File: config.mk
export PLATFORM = sky130hd
export DESIGN_NAME = inst_encoder
export DESIGN_NICKNAME = d
export VERILOG_FILES = /design/src/rtl/rv_enc_pkg.sv /design/src/rtl/inst_pack.sv /design/src/rtl/inst_encoder.sv
export SDC_FILE = /design/constraint.sdc
export NUM_CORES = 1
export LEC_CHECK = 0
export ABC_CLOCK_PERIOD_IN_PS = 2100
export BUFFER_PORTS_ARGS = -buffer_cell sky130_fd_sc_hd__buf_2
export CAP_MARGIN = 40
export CORE_UTILIZATION = 30
export CTS_CLUSTER_SIZE = 20
export DETAILED_ROUTE_END_ITERATION = 12
export PLACE_DENSITY_LB_ADDON = 0.12
export SLEW_MARGIN = 20
export SYNTH_ARGS = -nofsm -noshare
export SYNTH_HDL_FRONTEND = slang
export SYNTH_SLANG_ARGS = --single-unit
File: constraint.sdc
create_clock -name clk -period 2.1 [get_ports clk]
set_clock_uncertainty 0.05 [all_clocks]
set_input_delay 0.525 -clock clk [delete_from_list [all_inputs] [get_ports clk]]
set_output_delay 0.525 -clock clk [all_outputs]
set_load 0.005 [all_outputs]
File: src/rtl/rv_enc_pkg.sv
// Shared types and opcode constants for the RV32I instruction encoder.
// Helpers classify an opcode into its instruction format and test immediate fit.
package rv_enc_pkg;

   typedef enum logic [2:0] {
      FMT_R   = 3'd0,
      FMT_I   = 3'd1,
      FMT_S   = 3'd2,
      FMT_B   = 3'd3,
      FMT_U   = 3'd4,
      FMT_J   = 3'd5,
      FMT_ILL = 3'd6
   } fmt_t;

   typedef enum logic [1:0] {
      ERR_NONE     = 2'b00,
      ERR_RANGE    = 2'b01,
      ERR_MISALIGN = 2'b10,
      ERR_ILLEGAL  = 2'b11
   } err_t;

   localparam logic [6:0] OP_LOAD   = 7'b0000011;
   localparam logic [6:0] OP_IMM    = 7'b0010011;
   localparam logic [6:0] OP_JALR   = 7'b1100111;
   localparam logic [6:0] OP_SYSTEM = 7'b1110011;
   localparam logic [6:0] OP_STORE  = 7'b0100011;
   localparam logic [6:0] OP_BRANCH = 7'b1100011;
   localparam logic [6:0] OP_JAL    = 7'b1101111;
   localparam logic [6:0] OP_LUI    = 7'b0110111;
   localparam logic [6:0] OP_AUIPC  = 7'b0010111;
   localparam logic [6:0] OP_REG    = 7'b0110011;

   localparam logic [31:0] MASK_IS = 32'hFFFF_F800;
   localparam logic [31:0] MASK_B  = 32'hFFFF_F000;
   localparam logic [31:0] MASK_J  = 32'hFFF0_0000;

   function automatic fmt_t fmt_of(input logic [6:0] op);
      fmt_t f;
      case (op)
         OP_LOAD, OP_IMM, OP_JALR, OP_SYSTEM: f = FMT_I;
         OP_STORE:                           f = FMT_S;
         OP_BRANCH:                          f = FMT_B;
         OP_JAL:                             f = FMT_J;
         OP_LUI, OP_AUIPC:                   f = FMT_U;
         OP_REG:                             f = FMT_R;
         default:                            f = FMT_ILL;
      endcase
      return f;
   endfunction

   // The bits under mask must all copy the sign, i.e. be all ones or all zeros.
   function automatic logic sext_ok(input logic [31:0] v, input logic [31:0] mask);
      return ((v & mask) == mask) || ((v & mask) == 32'h0000_0000);
   endfunction

endpackage

File: src/rtl/inst_pack.sv
// Combinational format decode, field packing and immediate checks.
// Unused fields of a format are simply not placed into the word.
module inst_pack
   import rv_enc_pkg::*;
(
   input  logic [6:0]  opcode,
   input  logic [4:0]  rd,
   input  logic [4:0]  rs1,
   input  logic [4:0]  rs2,
   input  logic [2:0]  funct3,
   input  logic [6:0]  funct7,
   input  logic [31:0] imm,
   output logic [31:0] inst_word,
   output logic [1:0]  err_code
);

   fmt_t        fmt_s;
   err_t        err_s;
   logic [31:0] word_s;
   logic        range_bad_s;
   logic        misalign_s;

   // Pack the instruction word and flag immediate problems for the decoded format.
   always_comb begin
      fmt_s       = fmt_of(opcode);
      word_s      = 32'h0000_0000;
      range_bad_s = 1'b0;
      misalign_s  = 1'b0;
      case (fmt_s)
         FMT_R: word_s = {funct7, rs2, rs1, funct3, rd, opcode};
         FMT_I: begin
            word_s      = {imm[11:0], rs1, funct3, rd, opcode};
            range_bad_s = !sext_ok(imm, MASK_IS);
         end
         FMT_S: begin
            word_s      = {imm[11:5], rs2, rs1, funct3, imm[4:0], opcode};
            range_bad_s = !sext_ok(imm, MASK_IS);
         end
         FMT_B: begin
            word_s      = {imm[12], imm[10:5], rs2, rs1, funct3, imm[4:1], imm[11], opcode};
            range_bad_s = !sext_ok(imm, MASK_B);
            misalign_s  = imm[0];
         end
         FMT_J: begin
            word_s      = {imm[20], imm[10:1], imm[11], imm[19:12], rd, opcode};
            range_bad_s = !sext_ok(imm, MASK_J);
            misalign_s  = imm[0];
         end
         FMT_U: begin
            word_s     = {imm[31:12], rd, opcode};
            misalign_s = (imm[11:0] != 12'h000);
         end
         default: word_s = 32'h0000_0000;
      endcase

      if (fmt_s == FMT_ILL) begin
         err_s = ERR_ILLEGAL;
      end else if (misalign_s) begin
         err_s = ERR_MISALIGN;
      end else if (range_bad_s) begin
         err_s = ERR_RANGE;
      end else begin
         err_s = ERR_NONE;
      end
   end

   assign inst_word = word_s;
   assign err_code  = err_s;

endmodule

File: src/rtl/inst_encoder.sv
// RV32I instruction encoder: valid/ready handshake around inst_pack with one
// registered output stage, a sticky error flag and an accepted-input counter.
module inst_encoder
   import rv_enc_pkg::*;
#(
   parameter int CNT_W = 16
) (
   input  logic             clk,
   input  logic             reset,
   input  logic             in_valid,
   output logic             in_ready,
   input  logic [6:0]       opcode,
   input  logic [4:0]       rd,
   input  logic [4:0]       rs1,
   input  logic [4:0]       rs2,
   input  logic [2:0]       funct3,
   input  logic [6:0]       funct7,
   input  logic [31:0]      imm,
   output logic             out_valid,
   input  logic             out_ready,
   output logic [31:0]      inst_code,
   output logic             out_err,
   output logic [1:0]       err_code,
   output logic             err_sticky,
   input  logic             clr_err,
   output logic [CNT_W-1:0] enc_count
);

   logic [31:0]      pack_word_s;
   logic [1:0]       pack_err_s;
   logic             accept_s;

   logic             out_valid_d, out_valid_q;
   logic [31:0]      inst_code_d, inst_code_q;
   logic             out_err_d, out_err_q;
   logic [1:0]       err_code_d, err_code_q;
   logic             err_sticky_d, err_sticky_q;
   logic [CNT_W-1:0] enc_count_d, enc_count_q;

   inst_pack u_pack (
      .opcode    (opcode),
      .rd        (rd),
      .rs1       (rs1),
      .rs2       (rs2),
      .funct3    (funct3),
      .funct7    (funct7),
      .imm       (imm),
      .inst_word (pack_word_s),
      .err_code  (pack_err_s)
   );

   // The output slot frees up in the same cycle it drains, giving full throughput.
   assign in_ready = !out_valid_q || out_ready;
   assign accept_s = in_valid && in_ready;

   // Next-state for the output stage, sticky error and counter.
   always_comb begin
      out_valid_d  = out_valid_q;
      inst_code_d  = inst_code_q;
      out_err_d    = out_err_q;
      err_code_d   = err_code_q;
      err_sticky_d = err_sticky_q;
      enc_count_d  = enc_count_q;
      if (accept_s) begin
         out_valid_d = 1'b1;
         inst_code_d = pack_word_s;
         out_err_d   = (pack_err_s != ERR_NONE);
         err_code_d  = pack_err_s;
         enc_count_d = enc_count_q + CNT_W'(1);
      end else if (out_ready) begin
         out_valid_d = 1'b0;
      end else begin
         out_valid_d = out_valid_q;
      end
      // A new error outranks a simultaneous clear.
      if (accept_s && (pack_err_s != ERR_NONE)) begin
         err_sticky_d = 1'b1;
      end else if (clr_err) begin
         err_sticky_d = 1'b0;
      end else begin
         err_sticky_d = err_sticky_q;
      end
   end

   // State registers with asynchronous clear.
   always_ff @(posedge clk or posedge reset) begin
      if (reset) begin
         out_valid_q  <= 1'b0;
         inst_code_q  <= 32'h0000_0000;
         out_err_q    <= 1'b0;
         err_code_q   <= 2'b00;
         err_sticky_q <= 1'b0;
         enc_count_q  <= '0;
      end else begin
         out_valid_q  <= out_valid_d;
         inst_code_q  <= inst_code_d;
         out_err_q    <= out_err_d;
         err_code_q   <= err_code_d;
         err_sticky_q <= err_sticky_d;
         enc_count_q  <= enc_count_d;
      end
   end

   assign out_valid  = out_valid_q;
   assign inst_code  = inst_code_q;
   assign out_err    = out_err_q;
   assign err_code   = err_code_q;
   assign err_sticky = err_sticky_q;
   assign enc_count  = enc_count_q;

endmodule

**After elaboration in Yosys (flattened, before gate mapping)**

Cells that the tools add are included.

- Reduce and logical (&&, ||, !) cells: 22
- $add $sub $neg: 1
- Eq/ne operators: 19
- Multiplexer cells: 11

Operators with widths:

| operator | count |
|---|---|
| $pmux W32 S6 | 1 |
| $logic_not A32 Y1 | 3 |
| $eq A7 B7 Y1 const B | 4 |
| $eq A21 B21 Y1 const B | 1 |
| $eq A7 B6 Y1 const B | 3 |
| $eq A20 B20 Y1 const B | 1 |
| $pmux W3 S6 | 1 |
| $add A16 B1 Y16 const B | 1 |
| $eq A7 B5 Y1 const B | 2 |
| $eq A12 B12 Y1 const B | 1 |
| $reduce_bool A12 Y1 | 1 |
| $eq A3 B3 Y1 const B | 3 |
| $eq A7 B2 Y1 const B | 1 |
| $eq A3 B2 Y1 const B | 2 |
| $reduce_bool A2 Y1 | 3 |
| $reduce_or A2 Y1 | 3 |
| $mux W1 | 5 |
| $logic_not A1 Y1 | 4 |
| $logic_or A1 B1 Y1 | 4 |
| $mux W2 | 2 |
| $reduce_or A4 Y1 | 1 |
| $eq A3 B1 Y1 const B | 1 |
| $logic_not A3 Y1 | 1 |
| $pmux W1 S3 | 1 |
| 2 further kinds | 3 |

- Register bits after elaboration: 53

**Depth between registers and ports, before layout**

- Depth after elaboration: 12
- Depth in mapped cells: 7
- Depth with buffers taken out: 5

**By module**

Synthesis repeated with hierarchy kept, for this count alone.

- Cell total of the unflattened synthesis: 295
- Area total of the unflattened synthesis: 3046.7 um^2

Modules (own cells, without submodules):

| module | area an instance (um^2) | instances | cells an instance | sequential area each (um^2) |
|---|---|---|---|---|
| inst_encoder | 2130.8 | 1 | 145 | 1326.3 |
| inst_pack | 915.9 | 1 | 150 | 0.0 |

**Worst setup path after synthesis**

OpenSTA, ideal clock, no wires.

- Path type: input-to-reg
- Start point: input port opcode[3]
- End point: register inst_code_q[14], in the netlist inst_code[14]
- Buffers on the path: 2
- Data arrival time: 1.951 ns
- Cell stages on the path: 7
- Setup time: 0.122 ns
- Slack: -0.023 ns
- Cell sequence: buf_4 > and3b_1 > and3_1 > clkbuf_1 > nor4_4 > mux2i_1 > o21ai_2

- Longest elaborated chain between the ends: 5
- Elaborated cells on any way between the ends: 20
- Classes of those cells: eq/ne: 15; mux: 2; reduce/logical: 3

Ends and longest elaborated chain:

| item | line | RTL |
|---|---|---|
| from (decl) | inst_encoder.sv:12 | `input logic [6:0] opcode,` |
| $eq A7 B2 Y1, or another cell as far along | rv_enc_pkg.sv:39 | `case (op)` |
| $reduce_or A4 Y1 / $reduce_or A2 Y1 (equally long branches) | rv_enc_pkg.sv:39 |  |
| $pmux W3 S6 (*) | rv_enc_pkg.sv:39 |  |
| $eq A3 B3 Y1, or another cell as far along | inst_pack.sv:29 | `case (fmt_s)` |
| $pmux W32 S6 (*) | inst_pack.sv:29 |  |
| to (signal assigned) | inst_encoder.sv:96 | `inst_code_q <= inst_code_d;` |
| to (decl) | inst_encoder.sv:34 | `logic [31:0] inst_code_d, inst_code_q;` |

Every way passes the cells marked *; elsewhere a longest branch is shown, timed or not.
A chain may end at the register's enable or synchronous reset.

**Final worst setup path**

- Start point: input port opcode[3]
- End point: register inst_code_q[29], in the netlist inst_code[29]

Same word-level chain as after synthesis.

==> reports/results.ini <==
[global_route]
grt_overflow_total = 0
grt_pass1_wl_um = 14600
grt_pass1_vias = 2826
grt.total_usage_pct = 18.6
antenna_found_initial = 0
grt_max_degree = 54

[critical_path]
endpoint = inst_code[29]$_DFFE_PP0P_
cp_slowest_stage_delay_ns = 0.41
r2r_setup_slack_ns = 0.48
path_cells = buf_2 > and3b_2 > and3_1 > buf_4 > a221oi_1 > a21oi_1
startpoint = opcode[3]
crit_fanout = 9
end_kind = register
reg2reg_from = enc_count[0]$_DFFE_PP0P_
r2r_cells = 5
critPathArrivalTime_ns = 1.87
path_class = input port to register
cp-start-kind = input port
cp.required_ns = 2.24
critPathSlowestCell = a221oi_1
rr_endpoint = enc_count[14]$_DFFE_PP0P_

[cts]
cts_buffer_depth = 2
clock_latency_ns = 0.31
post_cts_buffers = 0
h-tree-depth = 2
cts_root_buf = clkbuf_8
tritoncts = done
cts.clk_slew.worst_paths_ns = 0.10
cts_resized = 0
cts_sinks = 53
cts_made_buffers = 5
postCtsHoldBufs = 0

[sta]
rsz0062_at_grt = no
finalCritPeriodShare_pct = 82.5
setup_viol = 0
hold_violations = 0
period_needed_ns = 1.73
fmax_ghz = 0.577
fin_tns_setup_ns = 0
holdWs_ns = 0.203
worst_slack_ns = 0.368
relSlewSlack_pct = 68.4
worst_slew_pin_slew_ns = 0.471
slew_viol_final = 0

[cells_and_area]
drive_above_1_share_pct = 38.9
nNetsFinal = 519
final_cell_mix = buf_2 (122), dfrtp_1 (53), nand2_1 (39), buf_4 (29), nor2_1 (22)
syn2layout_area_growth_pct = 38.0
final_common_cell = buf_2
antenna_cells = 0

[power]
leakage_nw = 1.91
power.density_nw_per_um2 = 632
ir_drop_mv = 0.249

[floorplanning]
die_height_um = 100
die_area_um2 = 10000
coreArea_um2 = 9280
ioPinCount = 123
die_w_um = 100
initial_core_util_pct = 31.1
rows = 35

[job]
drv_cap = 0

[synthesis]
synth-seq-cells = 53
netlist_instances = 306
synth_cell_types = 53
ys_warn_count = 0
async_reset_ff_share_pct = 100
synth_seq_area_share_pct = 45.9
syn_nets = 376
netlist_area_um2 = 2890
synth_flop_cell = dfrtp_1
synth_edf_count = 0
syn_area_per_cell_um2 = 9.45

[drt]
drt_iter0_markers = 82
wl_um = 9190
wl_per_cell_um = 15.9
postRouteAntennaNets = 0
first_pass_iters = 4
drc = 0
vias = 2950
viasPerCell = 5.09

[place]
gp_congestion = 0.826
place_worst_setup_slack_ns = 0.0325
io_buffers = 122
dp_hpwl_um = 7210

[status]
status = completed

[worst_hold_path]
hold_path_class = input port to asynchronous set/reset pin

## kinds of logic after synthesis
group / Yosys count / synth area share [%]
AOI/OAI and AO/OA: 78 / 19.9
xor gates and xnor gates: 17 / 5.15
adders and majority gates: 1 / 0.433
buffers and inverters: 22 / 3.38
DFF: 53 / 45.9
muxes: 9 / 3.16
and+or+nand+nor: 126 / 22.1
## worst max-delay path, delay by kind of cell
kind	cells	cell delay, ns
simple gates	2	0.49
buf+inv	2	0.33
compound gates	2	0.52
## per-stage QoR
stage	cells	area, um2	power (mW)	util (%)
floorplan	306	2910	1.50	-
global placement	571	3880	1.81	41.8
detailed placement	571	3880	1.81	41.8
CTS	579	3990	2.55	43.0
global route	579	3990	2.67	43.0
finish	579	3990	2.52	43.0
## how the worst min path moves through the flow
| stage | from | to | slack [ns] | depth (start not counted) |
|---|---|---|---|---|
| 2_1_floorplan | enc_count[15]$_DFFE_PP0P_ | enc_count[15]$_DFFE_PP0P_ | 0.42 | 1 |
| 3_3_place_gp | enc_count[15]$_DFFE_PP0P_ | enc_count[15]$_DFFE_PP0P_ | 0.40 | 1 |
| 3_5_place_dp | inst_code[14]$_DFFE_PP0P_ | inst_code[14]$_DFFE_PP0P_ | 0.41 | 2 |
| 4_1_cts | reset | enc_count[8]$_DFFE_PP0P_ | 0.21 | 3 |
| 5_1_grt | reset | enc_count[8]$_DFFE_PP0P_ | 0.21 | 3 |
| 6_report | reset | enc_count[8]$_DFFE_PP0P_ | 0.20 | 3 |
## layer usage
metal,global-route usage (%),vias to the layer above,part of all wire [%]
li1,-,1424,-
met1,25.6,1392,45
met2,29.8,126,46
met3,3.76,8,6.9
met4,5.24,0,1.2
met5,0,-,0
## flip-flops by register name, summed over array words and instances (netlist names)
register and flops:
inst_code 32, out_valid 1, err_code 2, err_sticky 1, out_err 1, enc_count 16
## report_power, final
part	switching, mW	internal, mW
clock	0.375	0.359
combinational	0.290	0.277
sequential	0.0936	1.13
total	0.758	1.76
## area by class of cell
type,count,area (um2)
Clock buffer,5,68.8
Clock inverter,3,43.8
Fill cell,965,5290
Inverter,3,11.3
Multi-Input combinational cell,231,1470
Sequential cell,53,1330
Tap cell,129,161
Timing Repair Buffer,155,908
## cells in the mapped netlist (2+ instances only)
cell / count / area (um2)
a211oi_1: 2 / 15.0
a21oi_1: 13 / 65.1
a221oi_1: 11 / 96.3
a22o_1: 3 / 26.3
a31oi_1: 4 / 25.0
and2_1: 2 / 12.5
and3_1: 6 / 37.5
buf_2: 3 / 15.0
clkbuf_1: 13 / 48.8
dfrtp_1: 53 / 1330
inv_1: 2 / 7.51
mux2i_1: 8 / 80.1
nand2_1: 39 / 146
nand2b_1: 3 / 18.8
nand3_1: 9 / 45.0
nand4_1: 13 / 81.3
nor2_1: 23 / 86.3
nor2b_1: 4 / 25.0
nor3_1: 9 / 45.0
nor4_1: 7 / 43.8
o2111ai_1: 4 / 35.0
o211ai_1: 11 / 82.6
o21a_1: 2 / 15.0
o21ai_0: 2 / 10.0
o21ai_1: 7 / 35.0
o21ai_2: 4 / 35.0
o2bb2ai_1: 5 / 43.8
or2_1: 2 / 12.5
or3_1: 2 / 12.5
or4_1: 2 / 15.0
xnor2_1: 14 / 123
xor2_1: 3 / 26.3
Power figures use the tool's default switching activity.
